--- src/rtl/text_ram_pkg.sv ---
// Shared types and constants for the text-mode character/attribute RAM arbiter.
package text_ram_pkg;

  localparam int         DEF_NUM_CELLS  = 2400;
  localparam logic [7:0] DEF_CLEAR_CHAR = 8'h20;

  localparam int CHAR_LANE = 0;
  localparam int ATTR_LANE = 1;

  typedef enum logic [1:0] {
    GNT_NONE,
    GNT_VID,
    GNT_WB,
    GNT_CLR
  } gnt_e;

  typedef enum logic [1:0] {
    WB_IDLE,
    WB_WAIT_GNT,
    WB_RD_DATA,
    WB_ACK
  } wb_state_e;

  function automatic logic in_range(input logic [11:0] addr, input int num_cells);
    return 32'(addr) < 32'(num_cells);
  endfunction

endpackage

--- src/rtl/text_clear_engine.sv ---
// Clear-screen engine: walks every valid cell once, writing the clear character
// with the live attribute input whenever the arbiter grants it a slot.
module text_clear_engine
  import text_ram_pkg::*;
#(
  parameter int         NUM_CELLS  = DEF_NUM_CELLS,
  parameter logic [7:0] CLEAR_CHAR = DEF_CLEAR_CHAR
) (
  input  logic        I_clk,
  input  logic        I_rst_n,
  input  logic        start,
  input  logic [7:0]  attr,
  input  logic        gnt,
  output logic        req,
  output logic [11:0] addr,
  output logic [15:0] wdata,
  output logic        busy
);

  localparam logic [11:0] LAST_CELL = 12'(NUM_CELLS - 1);

  logic [11:0] count;

  // A start pulse always wins, so a restart mid-clear goes straight back to cell 0.
  always_ff @(posedge I_clk or negedge I_rst_n) begin
    if (!I_rst_n) begin
      count <= '0;
      busy  <= 1'b0;
    end else if (start) begin
      count <= '0;
      busy  <= 1'b1;
    end else if (busy && gnt) begin
      if (count == LAST_CELL) begin
        count <= '0;
        busy  <= 1'b0;
      end else begin
        count <= count + 12'd1;
      end
    end
  end

  assign req   = busy;
  assign addr  = count;
  assign wdata = {attr, CLEAR_CHAR};

endmodule

--- src/rtl/text_ram_arbiter.sv ---
// Single-port text RAM arbiter: video fetch beats Wishbone beats clear engine,
// one RAM access per cycle, RAM controls decoded combinationally from the grant.
module text_ram_arbiter
  import text_ram_pkg::*;
#(
  parameter int         NUM_CELLS  = DEF_NUM_CELLS,
  parameter logic [7:0] CLEAR_CHAR = DEF_CLEAR_CHAR
) (
  input  logic        I_clk,
  input  logic        I_rst_n,
  input  logic        I_vid_req,
  input  logic [11:0] I_vid_addr,
  output logic [7:0]  O_vid_char,
  output logic [7:0]  O_vid_attr,
  output logic        O_vid_valid,
  input  logic        I_wb_cyc,
  input  logic        I_wb_stb,
  input  logic        I_wb_we,
  input  logic [11:0] I_wb_adr,
  input  logic [1:0]  I_wb_sel,
  input  logic [15:0] I_wb_dat,
  output logic [15:0] O_wb_dat,
  output logic        O_wb_ack,
  input  logic        I_clr_start,
  input  logic [7:0]  I_clr_attr,
  output logic        O_clr_busy,
  output logic        O_ram_en,
  output logic [1:0]  O_ram_we,
  output logic [11:0] O_ram_addr,
  output logic [15:0] O_ram_wdata,
  input  logic [15:0] I_ram_rdata
);

  gnt_e        gnt;
  wb_state_e   wb_state;
  wb_state_e   wb_next;
  logic        vid_req;
  logic        vid_oor;
  logic        wb_req;
  logic        wb_oor;
  logic        clr_req;
  logic [11:0] clr_addr;
  logic [15:0] clr_wdata;
  logic        vid_pend;
  logic        vid_pend_oor;
  logic        wb_rd_oor;

  // The RAM controls are combinational, so the raw request is masked while in reset.
  assign vid_req = I_vid_req & I_rst_n;
  assign vid_oor = !in_range(I_vid_addr, NUM_CELLS);
  assign wb_oor  = !in_range(I_wb_adr, NUM_CELLS);
  assign wb_req  = (wb_state == WB_WAIT_GNT) && I_wb_cyc;

  text_clear_engine #(
    .NUM_CELLS (NUM_CELLS),
    .CLEAR_CHAR(CLEAR_CHAR)
  ) u_clear (
    .I_clk  (I_clk),
    .I_rst_n(I_rst_n),
    .start  (I_clr_start),
    .attr   (I_clr_attr),
    .gnt    (gnt == GNT_CLR),
    .req    (clr_req),
    .addr   (clr_addr),
    .wdata  (clr_wdata),
    .busy   (O_clr_busy)
  );

  always_comb begin
    gnt = GNT_NONE;
    if (vid_req) begin
      gnt = GNT_VID;
    end else if (wb_req) begin
      gnt = GNT_WB;
    end else if (clr_req) begin
      gnt = GNT_CLR;
    end
  end

  // Out-of-range video and Wishbone accesses keep their slot but never touch the RAM.
  always_comb begin
    O_ram_en    = 1'b0;
    O_ram_we    = 2'b00;
    O_ram_addr  = '0;
    O_ram_wdata = '0;
    case (gnt)
      GNT_VID: begin
        O_ram_en   = !vid_oor;
        O_ram_addr = I_vid_addr;
      end
      GNT_WB: begin
        O_ram_en    = !wb_oor;
        O_ram_we    = (I_wb_we && !wb_oor) ? I_wb_sel : 2'b00;
        O_ram_addr  = I_wb_adr;
        O_ram_wdata = I_wb_dat;
      end
      GNT_CLR: begin
        O_ram_en    = 1'b1;
        O_ram_we    = 2'b11;
        O_ram_addr  = clr_addr;
        O_ram_wdata = clr_wdata;
      end
      default: begin
        O_ram_en = 1'b0;
      end
    endcase
  end

  always_ff @(posedge I_clk or negedge I_rst_n) begin
    if (!I_rst_n) begin
      wb_state <= WB_IDLE;
    end else begin
      wb_state <= wb_next;
    end
  end

  always_comb begin
    wb_next = wb_state;
    case (wb_state)
      WB_IDLE: begin
        if (I_wb_cyc && I_wb_stb) begin
          wb_next = WB_WAIT_GNT;
        end
      end
      WB_WAIT_GNT: begin
        if (!I_wb_cyc) begin
          wb_next = WB_IDLE;
        end else if (gnt == GNT_WB) begin
          wb_next = I_wb_we ? WB_ACK : WB_RD_DATA;
        end
      end
      WB_RD_DATA: wb_next = WB_ACK;
      WB_ACK:     wb_next = WB_IDLE;
      default:    wb_next = WB_IDLE;
    endcase
  end

  // Video return is a fixed two-stage pipe: RAM latency, then the output register.
  always_ff @(posedge I_clk or negedge I_rst_n) begin
    if (!I_rst_n) begin
      vid_pend     <= 1'b0;
      vid_pend_oor <= 1'b0;
      O_vid_valid  <= 1'b0;
      O_vid_char   <= '0;
      O_vid_attr   <= '0;
      O_wb_ack     <= 1'b0;
      O_wb_dat     <= '0;
      wb_rd_oor    <= 1'b0;
    end else begin
      vid_pend     <= vid_req;
      vid_pend_oor <= vid_oor;
      O_vid_valid  <= vid_pend;
      if (vid_pend) begin
        O_vid_char <= vid_pend_oor ? 8'h00 : I_ram_rdata[CHAR_LANE*8 +: 8];
        O_vid_attr <= vid_pend_oor ? 8'h00 : I_ram_rdata[ATTR_LANE*8 +: 8];
      end
      O_wb_ack <= (wb_next == WB_ACK);
      if (gnt == GNT_WB) begin
        wb_rd_oor <= wb_oor;
      end
      if (wb_state == WB_RD_DATA) begin
        O_wb_dat <= wb_rd_oor ? 16'h0000 : I_ram_rdata;
      end
    end
  end

endmodule
--- config.mk ---
export PLATFORM = sky130hd
export DESIGN_NAME = text_ram_arbiter
export DESIGN_NICKNAME = d
export VERILOG_FILES = /design/src/rtl/text_ram_pkg.sv /design/src/rtl/text_clear_engine.sv /design/src/rtl/text_ram_arbiter.sv
export SDC_FILE = /design/constraint.sdc
export NUM_CORES = 1
export LEC_CHECK = 0
export ABC_AREA = 0
export CORE_MARGIN = 2
export CORE_UTILIZATION = 41
export DETAILED_ROUTE_END_ITERATION = 7
export GPL_TIMING_DRIVEN = 0
export PLACE_DENSITY = 0.8
export SYNTH_ARGS = -nofsm -noshare
export SYNTH_HDL_FRONTEND = slang
export SYNTH_HIERARCHICAL = 1
export SYNTH_SLANG_ARGS = --single-unit
export TNS_END_PERCENT = 1
--- constraint.sdc ---
create_clock -name I_clk -period 2.22 [get_ports I_clk]
set_clock_uncertainty 0.05 [all_clocks]
set_input_delay 0.222 -clock I_clk [delete_from_list [all_inputs] [get_ports I_clk]]
set_output_delay 0.222 -clock I_clk [all_outputs]
set_load 0.01 [all_outputs]
==> summary.md, run 1 <==
| Metric | Value |
|---|---|
| Main synth FF type | dfrtp_1 |
| Yosys top cell by area | dfrtp_1 |
| DP Area | 4390 µm² |
| Placer Congestion | 0.866 |
| Hold Crit Class | in -> reg |
| Clock share of power | 18.4% |
| Endpoints failing hold | 0 |
| Grt ovf | 0 |
| Synth top area cells | dfrtp_1 44%, o21ai_0 6.7%, buf_4 5.1% |
| Worst EP required | 1950 ps |
| Max-cap violations | 0 |
| Vias in the first global route | 2854 |
| Vias per inst | 5.15 |
| CTS tree | done |
| Htree depth | 2 |
| Post-synthesis async set-or-reset flop share | 100% |
| Count leader, synth | dfrtp_1 |
| Switch share | 33.3% |
| Total track usage | 22.3% |
| Worst setup SP type | flop |
| Int Power | 2.32 mW |
| FF+latch count, synth | 52 |
| Combinational power share | 44.6% |
| Die area | 7840 µm² |
| Crit-path max FO | 8 |
| Post-synth top cells | 52 x dfrtp_1, 39 x o21ai_0, 37 x nand2_1 |
| DRT iter0 DRCs | 173 |
| Post-synthesis mux area share | 0.384% |
| Yosys warns | 6 |
| Fin crit period | 2130 ps |
| Share of post-route cells with drive strength above 1 | 11.3% |
| Pre-antenna DRT Iters | 4 |
| RSZ-0062 raised after global routing | no |
| Tcrit/Tclk final | 95.9% |
| Worst setup path class | reg -> out |
| Adder-cell share of the synthesized area | 0.427% |
| Initial antenna violation count | 0 |
| Slew headroom | 55.7% |
| Layout Cells excl Fill | 583 |
| Mapped Cells | 335 |
| Antenna-violating nets left | 0 |
| Root buffer cell | clkbuf_8 |
| Cts bufs inserted | 5 |
| Worst skew pair latency | 300 ps |
| Syn avg cell area | 8.75 µm² |
| Core Rows | 30 |
| Sw Pwr | 1.16 mW |
| Die height | 88.6 µm |
| Final HPWL DP | 6.67 mm |
| Status | complete, no violations |
| Placed cell count | 568 |
| Fill count | 575 |
| Io pins | 139 |
| Crit path DAT | 1860 ps |
| Largest family of logic cells by synthesized area | simple AND/OR/NAND/NOR gates |
| Worst vdd ir | 332 µV |
| Register area share after synthesis | 44.4% |
| Critical Path Sink Type | primary output |
| Post-synth EDFFs | 0 |
| Sequential power share | 37.0% |
| Post-synthesis compound-gate area fraction | 18.4% |
| Fin area | 4610 µm² |
| Layout-stage area growth over the synthesis result | 57.1% |
| CORE AREA | 6870 µm² |
| Worst-case clock buffer depth | 2 |
| Largest net degree at the start of global routing | 38 |
| Routed vias | 3000 |
| Final max-slew violation count | 0 |
| Synth Area in XOR/XNOR | 1.79% |
| Layout Nets | 560 |
| Distinct cells, synth | 40 |
| Post-Syn Area | 2930 µm² |
| Leakage power | 2.07 nW |
| Final Setup Violations | 0 |
| First-pass GRT wire length | 13.8 mm |
| # DRC | 0 |
| Final WL | 8.72 mm |
| Simple-Gate Fraction of Synth Area | 23.9% |
| Clock sink total | 52 |
| Pwr dens | 754 nW/µm² |
| Ant diodes | 0 |
| Wire length per cell | 15.0 µm |
| Port-buffer cells | 130 |
| Fmax | 470 MHz |
| Yosys top cell area share | 44.4% |
| Die Wd | 88.6 µm |
| Worst-path clk slew | 90 ps |
| Worst-Margin Slew | 662 ps |
| Initial core utilization | 42.7% |
[area by class of cell]
| cell class | instances | area (µm²) | share of cell area (%) |
|---|---|---|---|
| buffer | 35 | 234 | 5.08 |
| clock buffer | 5 | 68.8 | 1.49 |
| clock inverter | 3 | 42.5 | 0.923 |
| inverter | 23 | 88.8 | 1.93 |
| multi-input combinational | 231 | 1370 | 29.6 |
| sequential | 52 | 1300 | 28.3 |
| tap | 96 | 120 | 2.61 |
| timing repair buffer | 138 | 1390 | 30.1 |
[registers in the layout, indices dropped and copies added, names as in the netlist]
register,count
O_vid_attr,8
O_vid_char,8
O_vid_valid,1
O_wb_ack,1
O_wb_dat,16
u_clear/addr,12
u_clear/busy,1
vid_pend,1
vid_pend_oor,1
wb_rd_oor,1
wb_state,2
[cells by family (layout without fill, tap and decap cells)]
logic type | after synthesis | count (layout)
xor gates and xnor gates | 6 | 6
other | 2 | 8
buffers and inverters | 58 | 204
muxes | 1 | 1
AOI/OAI and AO/OA | 86 | 86
adders and majority gates | 1 | 1
and+or+nand+nor | 129 | 129
DFF | 52 | 52
[stage by stage]
stage / power (mW) / hold slack, ps / setup TNS, ps / util, % / setup slack [ps]
final: 3.48 / 383 / 0 / 67.1 / 91.5
after global routing: 3.69 / 405 / 0 / 67.1 / 6.32
after CTS: 3.47 / 377 / -126 / 66.2 / -126
after detailed placement: 2.86 / 112 / -8160 / 63.9 / -355
after global placement: 2.82 / 414 / -119360 / 63.7 / -2010
after floorplan: 2.00 / -124 / 0 / - / 162
[critical path, stage by stage, from the launching register on]
cell and delay [ps]:
dfrtp_1 410, nand3b_4 230, nand3_2 150, inv_4 70, a22o_1 220, clkdlybuf4s50_1 480
[cells in the final DEF, fill, tap and decap left out, types with 18 or more instances in the layout]
master / count
nand2_1: 36
nand3_1: 21
dfrtp_1: 51
buf_4: 21
nand2b_1: 18
nor2_1: 20
o21ai_0: 39
inv_1: 21
clkdlybuf4s50_1: 100
dlygate4sd2_1: 20
[power groups by stage]
stage	sequential, mW	clock, mW	combinational (mW)
4_1_cts	1.28	0.651	1.54
3_3_place_gp	1.29	0	1.52
6_report	1.29	0.641	1.55
5_1_grt	1.31	0.687	1.69
3_5_place_dp	1.30	0	1.56
2_1_floorplan	1.35	0	0.651
[metal layers]
metal / track usage, % / vias up / share of wire (%)
met5: 0 / - / 0
met4: 5.23 / 0 / 1.0
met3: 5.41 / 10 / 7.7
met2: 38.3 / 137 / 49
met1: 28.5 / 1420 / 42
li1: - / 1433 / -
[timing repair]
action / 4_1_cts / 5_1_grt
pin swaps: 1 / 1
gates resized for setup: 33 / 11
hold buffers: 3 / 0
endpoints found under the hold margin: 52 / 0
setup buffers: 0 / 4
setup endpoints to repair: 32 / 12
[worst paths after layout]
kind / startpoint / end / slack [ps] / cells past startpoint
setup / recovery: wb_state[1] / O_ram_wdata[12] / 90 / 5
hold reg to reg: vid_pend / O_vid_valid / 440 / 0
hold / removal: I_rst_n / vid_pend / 380 / 5
min in group asynchronous: I_rst_n / O_vid_char[5] / 420 / 2
setup reg to reg: u_clear/busy / u_clear/addr[11] / 90 / 8
max in group asynchronous: I_rst_n / O_vid_char[1] / 1270 / 2
No activity file was read; power rests on OpenSTA's default activity.
==> inputs of run 2 (changes only) <==
- CTS_CLUSTER_SIZE: not set -> 10
- SLEW_MARGIN: not set -> 10
==> run 2 against run 1 <==
Against the previous run: sequential power about the same; highest routed layer unchanged; via count up 1.6%; largest cell class unchanged; flip-flop and latch count unchanged; power down 2.4%; count of clock-buffer cells in the layout up 1; global-route usage up 0.18 points; routed wire length up 2.5%; the flow now finishes with violations (negative setup slack); critical path type unchanged.
==> summary.md, run 2 (synthesized netlist as in run 1, its figures left out) <==
| Metric | Value |
|---|---|
| Wire length per cell | 15.3 µm |
| Die height | 88.6 µm |
| Vias per inst | 5.23 |
| Antenna-violating nets left | 0 |
| Worst setup SP type | flop |
| Layout-stage area growth over the synthesis result | 56.6% |
| Critical Path Sink Type | primary output |
| Switch share | 34.0% |
| Most frequent cells in the layout | 101 x clkdlybuf4s50_1, 51 x dfrtp_1, 39 x o21ai_0 |
| Slew headroom | 51.2% |
| Largest net degree at the start of global routing | 37 |
| Status | complete, but fails checks |
| DRT iter0 DRCs | 192 |
| Max reg flops | 16 |
| RSZ-0062 raised after global routing | yes |
| Tcrit/Tclk final | 101% |
| Initial antenna violation count | 0 |
| Worst skew pair latency | 300 ps |
| Final HPWL DP | 6.75 mm |
| Worst EP required | 1950 ps |
| Leakage power | 2.07 nW |
| First-pass GRT wire length | 13.9 mm |
| Io pins | 139 |
| Initial core utilization | 42.7% |
| Sequential power share | 37.9% |
| Total track usage | 22.5% |
| Ant diodes | 0 |
| Layout Cells excl Fill | 583 |
| Clock share of power | 16.0% |
| Vias in the first global route | 2974 |
| Failing checks | negative setup slack |
| Pre-antenna DRT Iters | 5 |
| Die area | 7840 µm² |
| Pwr dens | 739 nW/µm² |
| Worst setup path class | reg -> out |
| # DRC | 0 |
| Grt ovf | 0 |
| Htree depth | 2 |
| Core Util, Final | 66.8% |
| Port-buffer cells | 130 |
| Max-cap violations | 0 |
| Crit-path max FO | 10 |
| Cts bufs inserted | 5 |
| Crit path DAT | 1960 ps |
| Int Power | 2.24 mW |
| Post-route setup slack | -12.4 ps |
| Worst vdd ir | 278 µV |
| Worst-case clock buffer depth | 2 |
| Combinational power share | 46.1% |
| Most common cell after layout, fill and taps aside | clkdlybuf4s50_1 |
| Die Wd | 88.6 µm |
| Worst-Margin Slew | 729 ps |
| Top reg by flops | O_wb_dat |
| Placer Congestion | 0.866 |
| Hold Crit Class | in -> reg |
| Worst-path clk slew | 90 ps |
| Placed cell count | 568 |
| Min Hold Slack | 381 ps |
| Core Rows | 30 |
| Fmax | 448 MHz |
| Final max-slew violation count | 0 |
| Share of post-route cells with drive strength above 1 | 11.3% |
| Final Total Pwr | 3.39 mW |
| Fin crit period | 2230 ps |
| Clock sink total | 52 |
| Layout Nets | 560 |
| Final WL | 8.94 mm |
| Endpoints failing hold | 0 |
| Routed vias | 3048 |
| Sw Pwr | 1.15 mW |
| Final Setup Violations | 1 |
| Pre-CTS WS | -358 ps |
| Root buffer cell | clkbuf_8 |
| CORE AREA | 6870 µm² |
| CTS tree | done |
==> run 2: timing repair <==
item | in CTS | in global routing
endpoints found under the setup margin | 32 | 10
hold endpoints to repair | 52 | 0
hold buffers | 3 | 0
gates resized for setup | 33 | 10
pin swaps | 1 | 2
buffers inserted | 0 | 4
==> run 2: power by group through the flow <==
stage | clock [mW] | sequential, mW | combinational (mW)
4_1_cts | 0.555 | 1.28 | 1.53
5_1_grt | 0.591 | 1.31 | 1.70
2_1_floorplan | 0 | 1.35 | 0.651
6_report | 0.544 | 1.29 | 1.56
3_3_place_gp | 0 | 1.29 | 1.52
3_5_place_dp | 0 | 1.30 | 1.56
==> run 2: per-stage QoR <==
stage	setup TNS, ps	area (µm²)
2_1_floorplan	0	2950
3_3_place_gp	-119360	4380
3_5_place_dp	-8590	4390
4_1_cts	-130	4530
5_1_grt	-73.1	4590
6_report	-12.4	4590
==> run 2: critical path: stages (launching register included) <==
cell and delay [ps]:
dfrtp_1 410, nand3b_4 230, buf_2 210, a211oi_1 190
o22ai_1 110, clkdlybuf4s50_1 520
==> run 2: cell type report <==
cell class,count,area (µm²)
Fill cell,555,2280
Buffer,35,243
Clock buffer,6,82.6
Multi-Input combinational cell,231,1370
Timing Repair Buffer,138,1380
Inverter,23,88.8
Clock inverter,2,10.0
Sequential cell,52,1300
Tap cell,96,120
==> run 2: layer usage <==
metal  global-route usage (%)  share of wire [%]  vias up
met5                        0                  0        -
met2                     40.1                 49      152
met1                     27.9                 42     1449
met4                     5.65                1.5        0
li1                         -                  -     1432
met3                     4.48                7.3       15
==> run 2: path summary, 6_finish.rpt <==
| check | start | end | slack [ps] | cells after the start |
|---|---|---|---|---|
| worst max register to register | u_clear/busy | u_clear/addr[11] | 110 | 8 |
| min in group asynchronous | I_rst_n | O_vid_char[5] | 450 | 2 |
| max in group asynchronous | I_rst_n | O_vid_char[1] | 1200 | 2 |
| worst min register to register | O_wb_dat[13] | O_wb_dat[13] | 440 | 2 |
| worst min-delay path | I_rst_n | vid_pend | 380 | 5 |
| worst max-delay path | wb_state[1] | O_ram_en | -10 | 5 |
==> inputs of run 3 (changes only) <==
- CORE_MARGIN: 2 -> 8
==> run 3 against run 2 <==
Against the previous run: the flow now finishes without violations; count of clock-buffer cells in the layout down 1; first-iteration DRC count is 29% lower; core utilization shrank 1.1 points; largest cell class unchanged; critical path depth grew 2; combinational power about the same; critical endpoint is now O_ram_addr[8]; fmax increased by 4.8%; power increased by 6.6%; flip-flop and latch count unchanged; final cell count up 1.0%; via count is 2.1% lower; die area is 29% higher; global-route usage shrank 3.6 points.
==> summary.md, run 3 (synthesized netlist as in run 1, its figures left out) <==
| Metric | Value |
|---|---|
| Worst EP required | 1950 ps |
| Grt ovf | 0 |
| Share of post-route cells with drive strength above 1 | 11.8% |
| # DRC | 0 |
| Tcrit/Tclk final | 95.9% |
| Slew headroom | 45.9% |
| Layout Nets | 564 |
| Wire length per cell | 16.5 µm |
| FF-to-FF End | u_clear/addr[11] |
| Most frequent cells in the layout | 99 x clkdlybuf4s50_1, 51 x dfrtp_1, 39 x o21ai_0 |
| Worst setup SP type | primary input |
| Worst-Margin Slew | 809 ps |
| GR met2 Demand/Resource | 33.4% |
| Max reg flops | 16 |
| CTS tree | done |
| Layout-stage area growth over the synthesis result | 59.2% |
| Top reg by flops | O_wb_dat |
| Worst vdd ir | 365 µV |
| Crit-path cells | clkdlybuf4s50_1 -> and3b_1 -> buf_2 -> buf_4 -> nand2_1 -> a31oi_1 -> dlygate4sd2_1 |
| Total track usage | 18.8% |
| Hold Crit Class | in -> reg |
| Hold_sp | I_rst_n |
| FF-to-FF Start | wb_state[0] |
| Critical Path Sink Type | primary output |
| Die area | 10100 µm² |
| Die Wd | 101 µm |
| Fill count | 608 |
| Largest net degree at the start of global routing | 35 |
| Crit-path max FO | 10 |
| Worst-case clock buffer depth | 2 |
| Endpoints failing hold | 0 |
| Slowest cell on the critical path | clkdlybuf4s50_1 |
| Worst-path clk slew | 90 ps |
| Die height | 101 µm |
| Worst R2R Path Depth | 8 |
| M3 GR Usage | 5.80% |
| Htree depth | 2 |
| Fin area | 4670 µm² |
| Placer Congestion | 0.896 |
| Initial antenna violation count | 0 |
| DRT iter0 DRCs | 136 |
| Leakage power | 2.12 nW |
| Final max-slew violation count | 0 |
| Most common cell after layout, fill and taps aside | clkdlybuf4s50_1 |
| Io pins | 139 |
| Final Setup Violations | 0 |
| Clock sink total | 52 |
| Ant diodes | 0 |
| Worst skew pair latency | 310 ps |
| Routed vias | 2984 |
| Worst setup path class | in -> out |
| Hold path cells | 5 |
| Crit path DAT | 1860 ps |
| Critical Path Max Stage Delay | 540 ps |
| Antenna-violating nets left | 0 |
| Final WL | 9.71 mm |
| Vias per inst | 5.07 |
| Core Rows | 31 |
| WHS Endpoint | vid_pend |
| Cts bufs inserted | 5 |
| GR Util met1 | 21.7% |
| Initial core utilization | 41.3% |
| Final HPWL DP | 7.55 mm |
| Status | complete, no violations |
| Pre-antenna DRT Iters | 4 |
| DP Area | 4390 µm² |
| Fin crit period | 2130 ps |
| Pwr dens | 775 nW/µm² |
| Vias in the first global route | 3129 |
| Port-buffer cells | 130 |
| Max-cap violations | 0 |
| Final Total Pwr | 3.62 mW |
| Root buffer cell | clkbuf_8 |
| First-pass GRT wire length | 15.2 mm |
| R2R setup slack | 140 ps |
| CORE AREA | 7100 µm² |
| Fmax | 470 MHz |
| GR peak layer | met2 |
-- run 3: report_power, final --
part           switching (mW)  leakage (nW)  internal, mW  total, mW
clock                   0.314        0.0642         0.444      0.758
combinational           0.726          1.38         0.853       1.58
sequential              0.136         0.674          1.15       1.28
-- run 3: area by class of cell --
| class | count | area (µm²) | share of cell area (%) |
|---|---|---|---|
| repair buffers | 142 | 1420 | 30.5 |
| well taps | 99 | 124 | 2.65 |
| multi-input cells | 231 | 1360 | 29.2 |
| flip-flops and latches | 52 | 1300 | 27.9 |
| plain buffers | 35 | 235 | 5.04 |
| inverters | 23 | 88.8 | 1.90 |
| clock buffers | 5 | 68.8 | 1.47 |
| clock inverters | 2 | 60.1 | 1.29 |
-- run 3: critical path: cells and delay by family --
| kind | cells | cell delay, ps |
|---|---|---|
| AND/OR/NAND/NOR | 2 | 240 |
| AO/OA/AOI/OAI | 1 | 170 |
| buffers and inverters | 4 | 1220 |
-- run 3: what timing repair did --
action	CTS	global route
hold endpoints to repair	52	0
pin swaps	1	2
hold buffers	3	0
setup endpoints to repair	32	14
setup buffers	0	8
gates resized for setup	33	14
cloned	0	0
-- run 3: layer usage --
| layer | wire [µm] | share of wire (%) |
|---|---|---|
| met5 | 0 | 0 |
| met2 | 4850 | 50 |
| met3 | 703 | 7.2 |
| met4 | 52 | 0.54 |
| met1 | 4110 | 42 |
-- run 3: how the worst max path moves through the flow --
| stage | from | to | slack [ps] | depth (start not counted) |
|---|---|---|---|---|
| 2_1_floorplan | u_clear/busy | u_clear/addr[11] | 160 | 8 |
| 3_3_place_gp | I_rst_n | O_ram_en | -2030 | 6 |
| 3_5_place_dp | I_rst_n | u_clear/addr[11] | -370 | 10 |
| 4_1_cts | wb_state[1] | O_ram_wdata[5] | -140 | 5 |
| 5_1_grt | wb_state[1] | O_ram_en | -10 | 6 |
| 6_report | I_wb_cyc | O_ram_addr[8] | 90 | 7 |
-- run 3: per-stage QoR --
step,setup TNS (ps),setup WS [ps],hold slack (ps),utilization (%),instances
floorplan,0,162,-124,-,341
global placement,-121930,-2030,413,61.7,570
detailed placement,-10210,-370,148,61.9,571
CTS,-140,-140,415,64.4,581
global route,-22.5,-11.7,456,65.7,589
finish,0,90.4,423,65.7,589
